[config.mk]
export PLATFORM = sky130hd
export DESIGN_NAME = adc_temp_bcd_flat
export DESIGN_NICKNAME = d
export VERILOG_FILES = /design/src/rtl/adc_temp_bcd_if.sv /design/src/rtl/adc_temp_bcd.sv /design/src/flat_wrapper.sv
export SDC_FILE = /design/constraint.sdc
export NUM_CORES = 1
export LEC_CHECK = 0
export CORE_MARGIN = 2
export CORE_UTILIZATION = 30
export DETAILED_ROUTE_END_ITERATION = 10
export PLACE_DENSITY = 0.43
export SKIP_LAST_GASP = 1
export SLEW_MARGIN = 20
export SYNTH_ARGS = -nofsm -noshare
export SYNTH_HDL_FRONTEND = slang
export SYNTH_SLANG_ARGS = --single-unit
[constraint.sdc]
create_clock -name clk -period 3.55 [get_ports clk]
set_input_delay 0.71 -clock clk [delete_from_list [all_inputs] [get_ports clk]]
set_output_delay 0.71 -clock clk [all_outputs]
set_load 0.02 [all_outputs]
[src/rtl/adc_temp_bcd_if.sv]
// adc_temp_bcd_if: sample channel carrying raw ADC codes into adc_temp_bcd.
//   sample_valid  producer -> block : sample is present
//   sample        producer -> block : raw unsigned ADC code
//   sample_ready  block -> producer : block takes the sample on this edge
// The producer holds sample_valid/sample steady while sample_ready is low.
interface adc_temp_bcd_if #(
    parameter int ADC_W = 12
);
    logic             sample_valid;
    logic [ADC_W-1:0] sample;
    logic             sample_ready;

    modport master (output sample_valid, output sample, input  sample_ready);
    modport slave  (input  sample_valid, input  sample, output sample_ready);
endinterface

[src/rtl/adc_temp_bcd.sv]
// adc_temp_bcd: averages 2**AVG_LOG2 ADC samples, scales the average to
// degrees, saturates to DIGITS decimal digits and converts it to BCD with a
// bit-serial double-dabble. Each finished result is presented with a
// one-cycle bcd_valid_o strobe.
// Ports:
//   clk, rst      clock (rising edge), asynchronous active-high reset
//   s_if          sample channel (valid/ready), slave side
//   clear_i       synchronous abort/restart of averaging and conversion
//   bcd_out_o     result digits, [3:0] = least-significant digit
//   bcd_valid_o   one-cycle strobe; bcd_out_o/overflow_o just updated
//   overflow_o    last result was clamped to 10**DIGITS-1
//   busy_o        high while a result is being computed (SCALE/CONVERT/DONE)
module adc_temp_bcd #(
    parameter int ADC_W       = 12,
    parameter int AVG_LOG2    = 2,
    parameter int SCALE_MUL   = 5,
    parameter int SCALE_SHIFT = 3,
    parameter int DIGITS      = 4
) (
    input  logic                clk,
    input  logic                rst,
    adc_temp_bcd_if.slave       s_if,
    input  logic                clear_i,
    output logic [4*DIGITS-1:0] bcd_out_o,
    output logic                bcd_valid_o,
    output logic                overflow_o,
    output logic                busy_o
);
    localparam int BIN_W = ADC_W + 8;
    localparam int BCD_W = 4 * DIGITS;
    localparam int ACC_W = ADC_W + AVG_LOG2;
    localparam int CNT_W = AVG_LOG2 + 1;
    localparam int BIT_W = $clog2(BIN_W + 1);
    localparam int NSAMP = 2 ** AVG_LOG2;
    localparam logic [BIN_W-1:0] MAXV = BIN_W'(10 ** DIGITS - 1);

    typedef enum logic [1:0] {ACCUM, SCALE, CONVERT, DONE} state_t;

    state_t             state_q, state_d;
    logic [ACC_W-1:0]   acc_q, acc_d;
    logic [CNT_W-1:0]   count_q, count_d;
    logic [BIN_W-1:0]   bin_q, bin_d;
    logic [BCD_W-1:0]   bcd_q, bcd_d;
    logic [BIT_W-1:0]   bit_q, bit_d;
    logic               ovf_pend_q, ovf_pend_d;
    logic [BCD_W-1:0]   bcd_out_q, bcd_out_d;
    logic               ovf_q, ovf_d;
    logic               bcd_valid_q, bcd_valid_d;

    logic               ready;
    logic               accept;
    logic [ADC_W-1:0]   avg;
    logic [BIN_W-1:0]   prod;
    logic [BIN_W-1:0]   scaled;
    logic [BCD_W-1:0]   adj;

    assign ready             = (state_q == ACCUM) && !clear_i;
    assign accept            = s_if.sample_valid && ready;
    assign s_if.sample_ready = ready;
    assign busy_o            = (state_q != ACCUM);
    assign bcd_out_o         = bcd_out_q;
    assign overflow_o        = ovf_q;
    assign bcd_valid_o       = bcd_valid_q;

    // Truncating average; the product cannot exceed BIN_W bits as SCALE_MUL <= 255.
    assign avg    = acc_q[ACC_W-1:AVG_LOG2];
    assign prod   = BIN_W'(avg) * BIN_W'(SCALE_MUL);
    assign scaled = prod >> SCALE_SHIFT;

    // Double-dabble correction: any nibble >= 5 gets +3 before the shift so it
    // carries correctly into the next decimal digit.
    always_comb begin
        adj = bcd_q;
        for (int i = 0; i < DIGITS; i++) begin
            if (bcd_q[4*i +: 4] >= 4'd5)
                adj[4*i +: 4] = bcd_q[4*i +: 4] + 4'd3;
        end
    end

    always_comb begin
        state_d     = state_q;
        acc_d       = acc_q;
        count_d     = count_q;
        bin_d       = bin_q;
        bcd_d       = bcd_q;
        bit_d       = bit_q;
        ovf_pend_d  = ovf_pend_q;
        bcd_out_d   = bcd_out_q;
        ovf_d       = ovf_q;
        bcd_valid_d = 1'b0;

        case (state_q)
            ACCUM: begin
                if (accept) begin
                    acc_d   = acc_q + ACC_W'(s_if.sample);
                    count_d = count_q + CNT_W'(1);
                    if (count_q == CNT_W'(NSAMP - 1))
                        state_d = SCALE;
                end
            end
            SCALE: begin
                if (scaled > MAXV) begin
                    bin_d      = MAXV;
                    ovf_pend_d = 1'b1;
                end else begin
                    bin_d      = scaled;
                    ovf_pend_d = 1'b0;
                end
                bcd_d   = '0;
                bit_d   = '0;
                state_d = CONVERT;
            end
            CONVERT: begin
                {bcd_d, bin_d} = {adj[BCD_W-2:0], bin_q, 1'b0};
                bit_d          = bit_q + BIT_W'(1);
                if (bit_q == BIT_W'(BIN_W - 1))
                    state_d = DONE;
            end
            DONE: begin
                bcd_out_d   = bcd_q;
                ovf_d       = ovf_pend_q;
                bcd_valid_d = 1'b1;
                acc_d       = '0;
                count_d     = '0;
                state_d     = ACCUM;
            end
            default: state_d = ACCUM;
        endcase

        // Clear aborts everything in flight; a result already in DONE is
        // still delivered because its update was set up above.
        if (clear_i) begin
            state_d = ACCUM;
            acc_d   = '0;
            count_d = '0;
        end
    end

    always_ff @(posedge clk or posedge rst) begin
        if (rst) begin
            state_q     <= ACCUM;
            acc_q       <= '0;
            count_q     <= '0;
            bin_q       <= '0;
            bcd_q       <= '0;
            bit_q       <= '0;
            ovf_pend_q  <= 1'b0;
            bcd_out_q   <= '0;
            ovf_q       <= 1'b0;
            bcd_valid_q <= 1'b0;
        end else begin
            state_q     <= state_d;
            acc_q       <= acc_d;
            count_q     <= count_d;
            bin_q       <= bin_d;
            bcd_q       <= bcd_d;
            bit_q       <= bit_d;
            ovf_pend_q  <= ovf_pend_d;
            bcd_out_q   <= bcd_out_d;
            ovf_q       <= ovf_d;
            bcd_valid_q <= bcd_valid_d;
        end
    end
endmodule
[src/flat_wrapper.sv]
// flat-port wrapper written by rule: the top's interface ports become plain ports
module adc_temp_bcd_flat 
#(
    parameter int ADC_W       = 12,
    parameter int AVG_LOG2    = 2,
    parameter int SCALE_MUL   = 5,
    parameter int SCALE_SHIFT = 3,
    parameter int DIGITS      = 4
)
  (clk, rst, clear_i, bcd_out_o, bcd_valid_o, overflow_o, busy_o, s_if_sample_valid, s_if_sample, s_if_sample_ready);
  adc_temp_bcd_if #(.ADC_W(ADC_W)) s_if_i ();
  input  logic clk;
  input  logic rst;
  input  logic clear_i;
  output logic [4*DIGITS-1:0] bcd_out_o;
  output logic bcd_valid_o;
  output logic overflow_o;
  output logic busy_o;
  input wire logic [$bits(s_if_i.sample_valid)-1:0] s_if_sample_valid;
  input wire logic [$bits(s_if_i.sample)-1:0] s_if_sample;
  output wire logic [$bits(s_if_i.sample_ready)-1:0] s_if_sample_ready;
  assign s_if_i.sample_valid = s_if_sample_valid;
  assign s_if_i.sample = s_if_sample;
  assign s_if_sample_ready = s_if_i.sample_ready;
  adc_temp_bcd #(.ADC_W(ADC_W), .AVG_LOG2(AVG_LOG2), .SCALE_MUL(SCALE_MUL), .SCALE_SHIFT(SCALE_SHIFT), .DIGITS(DIGITS)) u_core (.clk(clk), .rst(rst), .s_if(s_if_i), .clear_i(clear_i), .bcd_out_o(bcd_out_o), .bcd_valid_o(bcd_valid_o), .overflow_o(overflow_o), .busy_o(busy_o));
endmodule
=== Word level (Yosys, flattened, before mapping) ===
Index checks and enable logic that the tools add are counted.

* Add/sub/neg operators: 7
* Multipliers: 1
* $lt $le $gt $ge: 5
* Equality and inequality tests: 8
* Mux-type cells: 21
* Reductions and logical operators: 9

{| class="wikitable"
|+ Operators by type and width
! cell !! count
|-
| 2-to-1 mux 14 bit || 3
|-
| one-hot mux 20 bit (2 select lines) || 1
|-
| one-hot mux 16 bit (2 select lines) || 1
|-
| one-hot mux 14 bit (2 select lines) || 1
|-
| greater-or-equal comparator 4 x 3 -> 1 bit, second input constant || 4
|-
| multiplier 12 x 3 -> 15 bit, second input constant || 1
|-
| adder 14 x 12 -> 14 bit || 1
|-
| greater-than comparator 12 x 14 -> 1 bit, second input constant || 1
|-
| adder 4 x 2 -> 4 bit, second input constant || 3
|-
| 2-to-1 mux 4 bit || 3
|-
| one-hot mux 5 bit (2 select lines) || 1
|-
| 2-to-1 mux 3 bit || 3
|-
| 2-to-1 mux 2 bit || 4
|-
| one-hot mux 2 bit (4 select lines) || 1
|-
| inequality test 3 x 2 -> 1 bit, second input constant || 2
|-
| one-hot mux 3 bit (2 select lines) || 1
|-
| adder 5 x 1 -> 5 bit, second input constant || 1
|-
| equality test 5 bit, second input constant || 1
|-
| equality test 2 bit, second input constant || 2
|-
| nonzero test 2 bit || 2
|-
| adder 3 x 1 -> 3 bit, second input constant || 1
|-
| adder 3 x 2 -> 3 bit, second input constant || 1
|-
| equality test 3 x 2 -> 1 bit, second input constant || 1
|-
| inequality test 3 bit, second input constant || 1
|-
| other kinds (8) || 10
|}

* Flip-flop bits (word level): 79
* Bits of input ports: 16
* Output and inout port bits: 20

=== Longest topological paths before layout ===
Gate-level depths: netlist of run 1.

* Word-level depth: 6
* Depth in mapped cells: 8

=== Worst setup path before layout of run 1 ===
No wires, ideal clock.

* Path type: reg2reg
* Start point: reg u_core.acc_q[3]
* End point: reg u_core.bin_q[6]
* Library setup time: 132 ps
* Data arrival time: 2274 ps
* Data required time: 3418 ps
* Path slack: 1145 ps
* Cell stages (with the launch flop): 9
* Path buffers: 0
* Clock period less this slack: 2405 ps
* Cells stage by stage: dfrtp_1 > ha_1 > ha_1 > fa_1 > a211oi_2 > o21bai_4 > a21oi_2 > nor3_1 > or3b_1

* Cells in the longest elaborated chain, start to end: 4

{| class="wikitable"
|+ Ends and longest elaborated chain
! element !! line !! source
|-
| from (decl) || adc_temp_bcd.sv:40 || <nowiki>logic [ACC_W-1:0] acc_q, acc_d;</nowiki>
|-
| from (signal assigned) || adc_temp_bcd.sv:142 || <nowiki>acc_q <= '0;</nowiki>
|-
| from (signal assigned) || adc_temp_bcd.sv:153 || <nowiki>acc_q <= acc_d;</nowiki>
|-
| multiplier 12 x 3 -> 15 bit * || adc_temp_bcd.sv:67 || <nowiki>assign prod = BIN_W'(avg) * BIN_W'(SCALE_MUL);</nowiki>
|-
| greater-than comparator 12 x 14 -> 1 bit || adc_temp_bcd.sv:102 || <nowiki>if (scaled > MAXV) begin</nowiki>
|-
| 2-to-1 mux 14 bit * || adc_temp_bcd.sv:102 ||
|-
| one-hot mux 20 bit (2 select lines) * || adc_temp_bcd.sv:92 || <nowiki>case (state_q)</nowiki>
|-
| to (signal assigned) || adc_temp_bcd.sv:155 || <nowiki>bin_q <= bin_d;</nowiki>
|-
| to (decl) || adc_temp_bcd.sv:42 || <nowiki>logic [BIN_W-1:0] bin_q, bin_d;</nowiki>
|}

Mark *: on every way between the ends. The rest lies on a longest branch, timed or not.
A chain may end at the register's enable or synchronous reset.

=== Worst setup path after layout of run 1 ===
* Start point: in clear_i
* End point: out s_if_sample_ready

* Cells in the longest elaborated chain, start to end: 2

{| class="wikitable"
|+ Ends and longest elaborated chain
! element !! line !! source
|-
| from (decl) || flat_wrapper.sv:14 || <nowiki>input logic clear_i;</nowiki>
|-
| logical NOT 1 bit || adc_temp_bcd.sv:57 || <nowiki>assign ready = (state_q == ACCUM) && !clear_i;</nowiki>
|-
| logical AND 1 bit || adc_temp_bcd.sv:57 ||
|-
| to (decl) || flat_wrapper.sv:21 || <nowiki>output wire logic [$bits(s_if_i.sample_ready)-1:0] s_if_sample_ready;</nowiki>
|}

Every way passes these cells.

==> flow_summary.json, run 1 <==
{
  "die-area_um2": 16600,
  "cts-root-buf": "clkbuf_16",
  "drtIter0Drc": 132,
  "yosys_register_bits": 77,
  "cts_tree": "yes",
  "path_cells": "clkdlybuf4s50_1 > nor2b_4 > clkdlybuf4s50_1",
  "worst_pin_slew_ps": 923,
  "core_area_um2": 15200,
  "ant_nets": 0,
  "n_fill_cell": 1544,
  "ys_warn_count": 0,
  "gr-usage-all-layers": 0.131,
  "clockBufferDepth": 2,
  "numCtsBuffers": 9,
  "insertion_delay_ps": 340,
  "clock-sinks": 77,
  "worstPathRequired_ps": 2840,
  "nets": 572,
  "avgSynthCellArea_um2": 9.78,
  "setup_tns_ps": 0,
  "p_total_mw": 2.98,
  "clk_pin_slew_ps": 60,
  "synth_area_um2": 4670,
  "portBuffers": 34,
  "cp_slowest_stage_delay_ps": 620,
  "h-tree-depth": 3,
  "async_flop_share": 1.00,
  "criticalPathCategory": "in -> out",
  "hp-class": "reg -> reg",
  "dp_hpwl_um": 7100,
  "initial_core_util": 0.307,
  "wl_um": 9960,
  "outcome": "complete, no violations",
  "rsz0062_at_grt": "false",
  "post-route-drc-count": 0,
  "end_kind": "output port",
  "io_pins": 36,
  "maxSlewViolCount": 0,
  "cp.arrival_ps": 2140,
  "multi_input_area_um2": 2500,
  "worst_path_max_delay_cell": "clkdlybuf4s50_1",
  "max_freq_mhz": 351,
  "ys_dominant_reg_cell": "dfrtp_1",
  "die_w_um": 129,
  "synth.yosys.seq_area_share": 0.412,
  "drive_above_1_share": 0.0975,
  "postCtsHoldBufs": 0,
  "grt_max_degree": 50,
  "antenna_found_initial": 0,
  "finalCriticalPeriod_ps": 2850,
  "p_per_area_nw_per_um2": 541,
  "num_vias": 3546,
  "post_cts_resized": 0,
  "grt-ovfl-total": 0,
  "cap_violations": 0,
  "synth_edf_count": 0,
  "yosysUniqueCellTypes": 58,
  "syn_to_final_growth_pct": 17.9,
  "grt_pass1_vias": 3582,
  "crit_fanout": 8,
  "synth.top_cell.area_share": 0.412,
  "setup_viol": 0,
  "ir_drop_uv": 238,
  "yosys.area.top_type": "dfrtp_1",
  "synth_area_leaders": "dfrtp_1 (41%), ha_1 (12%), mux2_2 (4.3%)",
  "slew-limit-headroom": 0.385,
  "final-hold-violation-count": 0,
  "grt_pass1_wl_um": 17300,
  "skew_ps": 5.42,
  "p_leak_nw": 2.49,
  "post_cts_buffers": 0,
  "critPathLaunchType": "input port",
  "num_antenna_cells": 0,
  "ff_latch_area_um2": 1930,
  "dr.pass1.iters": 4,
  "layout_common_cells": "dfrtp_1 (77), ha_1 (45), nand2_1 (40)",
  "avgRoutedWirePerCell_um": 14.2,
  "synthCells": 478,
  "placementRows": 45,
  "hold_ws_ps": 488,
  "final_common_cell": "dfrtp_1",
  "die_h_um": 129,
  "vias_per_cell": 5.06,
  "gp_congestion": 0.767,
  "synth_nets": 541,
  "cpMostUsedCell": "clkdlybuf4s50_1",
  "period_share": 0.802
}
==> cells by family (layout without fill, tap and decap cells) <==
logic type	count (synthesis)	in the layout	synth area share
other cells	1	1	0.000802
simple gates	124	124	0.138
buf+inv	60	95	0.0519
fa+ha+maj	47	47	0.129
flops	77	77	0.412
xor+xnor	14	14	0.0262
mux	21	21	0.0498
compound gates	134	134	0.192
==> through the flow <==
step | worst slack [ps] | cells | util | cell area (um2)
finish | 702 | 701 | 0.362 | 5510
global route | 652 | 701 | 0.362 | 5510
CTS | 687 | 701 | 0.362 | 5510
detailed placement | 614 | 686 | 0.343 | 5220
global placement | 654 | 686 | 0.343 | 5220
floorplan | 873 | 478 | - | 4670
==> path summary, 6_finish.rpt <==
path,start,end,slack [ps],cells past startpoint
worst max-delay path,clear_i,s_if_sample_ready,700,3
worst min-delay path,u_core.bin_q[11],u_core.bin_q[12],490,2
worst max register to register,u_core.acc_q[5],u_core.bin_q[6],950,8
worst min register to register,u_core.bin_q[11],u_core.bin_q[12],490,2
max in group asynchronous,rst,u_core.state_q[1],2190,3
min in group asynchronous,rst,u_core.bcd_q[3],730,2
==> critical path, delay by kind of cell <==
kind | cells | cell delay (ps)
and+or+nand+nor | 1 | 200
buffers and inverters | 2 | 1220
==> power by group <==
part / internal [mW] / leakage [nW] / switching [mW]
clock network: 0.540 / 0.138 / 0.375
registers: 0.994 / 1.05 / 0.100
logic: 0.404 / 1.30 / 0.566
==> sequential cells by signal (all words and copies together) (netlist names) <==
name                flops
u_core.count_q          3
u_core.bin_q           20
u_core.bcd_out_o       16
u_core.state_q          2
u_core.bit_q            5
u_core.acc_q           14
u_core.bcd_q           16
u_core.bcd_valid_o      1
==> per-layer routing <==
layer / vias to the layer above / GRT usage / wire, um
met3: 14 / 0.0245 / 249
met5: - / 0 / 0
li1: 1796 / - / -
met4: 0 / 0.0627 / 208
met2: 47 / 0.217 / 4740
met1: 1689 / 0.165 / 4760
==> cell type report <==
type / count / share of cell area
clock buffer: 9 / 0.0409
clock inverter: 6 / 0.0116
inverter: 39 / 0.0268
multi-input combinational: 341 / 0.455
sequential: 77 / 0.350
tap: 188 / 0.0427
timing repair buffer: 41 / 0.0736
==> Yosys cell counts, types with 2 or more instances <==
library cell	instances
a211o_1	5
a211oi_1	4
a21o_1	9
a21oi_1	26
a21oi_2	4
a22o_1	3
a31oi_1	7
a32o_1	4
and2_1	5
and3_1	3
buf_1	3
buf_2	7
buf_4	2
clkbuf_1	8
dfrtp_1	77
fa_1	2
ha_1	45
inv_1	38
mux2_2	18
mux2i_1	3
nand2_1	40
nand2b_1	9
nand3_1	20
nand3b_1	3
nand4_1	5
nor2_1	13
nor2b_1	4
nor3_1	7
nor4_1	2
o211ai_1	4
o21a_1	2
o21ai_0	27
o221ai_1	2
o22ai_1	20
o31ai_1	6
o32ai_1	2
or3_1	4
or3b_1	3
xnor2_1	9
xor2_1	5
No activity file was read; power rests on OpenSTA's default activity.
==> run 2: changes to the inputs <==
- clock period: 3.55 -> 2.9 ns (I/O delays scaled with it)
==> run 2 against run 1 <==
Wire length increased by 2.7%. Largest power group unchanged. Clock skew up 1.6 ps. First-iteration DRC count up 1.5%.
==> flow_summary.json, run 2 (synthesis results as in run 1) <==
{
  "grt_max_degree": 27,
  "vias_per_cell": 5.11,
  "rsz0062_at_grt": "false",
  "setup_tns_ps": 0,
  "multi_input_area_um2": 2500,
  "crit_fanout": 7,
  "antenna_found_initial": 0,
  "portBuffers": 34,
  "dp_hpwl_um": 7490,
  "cts_tree": "yes",
  "stdcell_count": 707,
  "final_cell_area_um2": 5600,
  "setup_ws_ps": 313,
  "place_inst": 691,
  "drive_above_1_share": 0.104,
  "p_per_area_nw_per_um2": 687,
  "crit_buf_inv": 2,
  "largest_reg_flops": 20,
  "worstPathRequired_ps": 2320,
  "num_vias": 3612,
  "postCtsHoldBufs": 0,
  "skew_ps": 6.99,
  "post_dp_cell_area_um2": 5260,
  "num_antenna_cells": 0,
  "grt_pass1_wl_um": 17700,
  "numCtsBuffers": 9,
  "rr_worst_depth": 8,
  "final-hold-violation-count": 0,
  "insertion_delay_ps": 340,
  "gp_congestion": 0.800,
  "die_w_um": 129,
  "regMostFlops": "u_core.bin_q",
  "hp-class": "reg -> reg",
  "n_fill_cell": 1534,
  "syn_to_final_growth_pct": 19.7,
  "dr.pass1.iters": 4,
  "placementRows": 45,
  "final_common_cell": "dfrtp_1",
  "cp.arrival_ps": 2010,
  "wl_um": 10200,
  "ant_nets": 0,
  "clockBufferDepth": 2,
  "period_share": 0.892,
  "path_cells": "inv_1 > ha_1 > nor2b_4 > clkdlybuf4s50_1",
  "worst-path-stages": 4,
  "h-tree-depth": 3,
  "post_cts_buffers": 0,
  "core_area_um2": 15200,
  "cts-root-buf": "clkbuf_16",
  "max_freq_mhz": 387,
  "die-area_um2": 16600,
  "place_ws_ps": 93.6,
  "finalCriticalPeriod_ps": 2590,
  "ir_drop_uv": 320,
  "p_leak_nw": 2.54,
  "nets": 577,
  "grt_pass1_vias": 3615,
  "initial_core_util": 0.307,
  "hold_ws_ps": 485,
  "end_kind": "output port",
  "maxSlewViolCount": 0,
  "critPathLaunchType": "flip-flop",
  "ff_latch_area_um2": 1930,
  "setup_viol": 0,
  "post_cts_resized": 0,
  "clk_pin_slew_ps": 60,
  "die_h_um": 129,
  "slew-limit-headroom": 0.630,
  "avgRoutedWirePerCell_um": 14.5,
  "cp_slowest_stage_delay_ps": 620,
  "worst_pin_slew_ps": 549,
  "drtIter0Drc": 134,
  "grt-ovfl-total": 0,
  "layout_common_cells": "dfrtp_1 (77), ha_1 (45), nand2_1 (40)",
  "worst_path_max_delay_cell": "clkdlybuf4s50_1",
  "io_pins": 36,
  "clock-sinks": 77,
  "gr-usage-all-layers": 0.135,
  "criticalPathCategory": "reg -> out",
  "hold_depth": 1,
  "cap_violations": 0,
  "post-route-drc-count": 0,
  "critPathTopFamily": "buffers and inverters",
  "outcome": "complete, no violations"
}
==> run 2: layer usage <==
| metal | GRT usage | vias up | wire (um) |
|---|---|---|---|
| met1 | 0.177 | 1753 | 4990 |
| li1 | - | 1802 | - |
| met4 | 0.0620 | 0 | 199 |
| met3 | 0.0274 | 14 | 260 |
| met2 | 0.216 | 43 | 4790 |
| met5 | 0 | - | 0 |
==> run 2: power breakdown <==
group	switching, mW	internal [mW]	total, mW
registers	0.125	1.22	1.34
clock network	0.460	0.845	1.31
logic	0.696	0.503	1.20
total	1.28	2.56	3.85
==> run 2: worst paths after layout <==
path	to	startpoint	slack [ps]
hold / removal	u_core.bit_q[4]	u_core.bit_q[4]	490
setup reg to reg	u_core.bin_q[6]	u_core.acc_q[5]	340
hold reg to reg	u_core.bit_q[4]	u_core.bit_q[4]	490
max in group asynchronous	u_core.bcd_q[15]	rst	1770
setup / recovery	s_if_sample_ready	u_core.state_q[0]	310
min in group asynchronous	u_core.bcd_q[3]	rst	560
==> run 2: area by class of cell <==
type                            count  share of cell area
Inverter                           39              0.0264
Clock inverter                      5              0.0190
Timing Repair Buffer               46              0.0791
Clock buffer                       11              0.0416
Tap cell                          188              0.0420
Sequential cell                    77               0.344
Multi-Input combinational cell    341               0.448
==> run 2: worst register-to-register path, stage by stage, from the launching register on <==
cell      delay, ps
dfrtp_1         430
ha_1            300
ha_1            240
fa_1            450
a211oi_2        310
o21bai_4        130
a21oi_2         160
nor3_1           50
or3b_1          370
==> run 2: through the flow <==
| stage | utilization | power (mW) |
|---|---|---|
| 3_3_place_gp | 0.346 | 2.56 |
| 4_1_cts | 0.368 | 3.91 |
| 2_1_floorplan | - | 2.25 |
| 5_1_grt | 0.368 | 4.14 |
| 3_5_place_dp | 0.346 | 2.56 |
| 6_report | 0.368 | 3.85 |
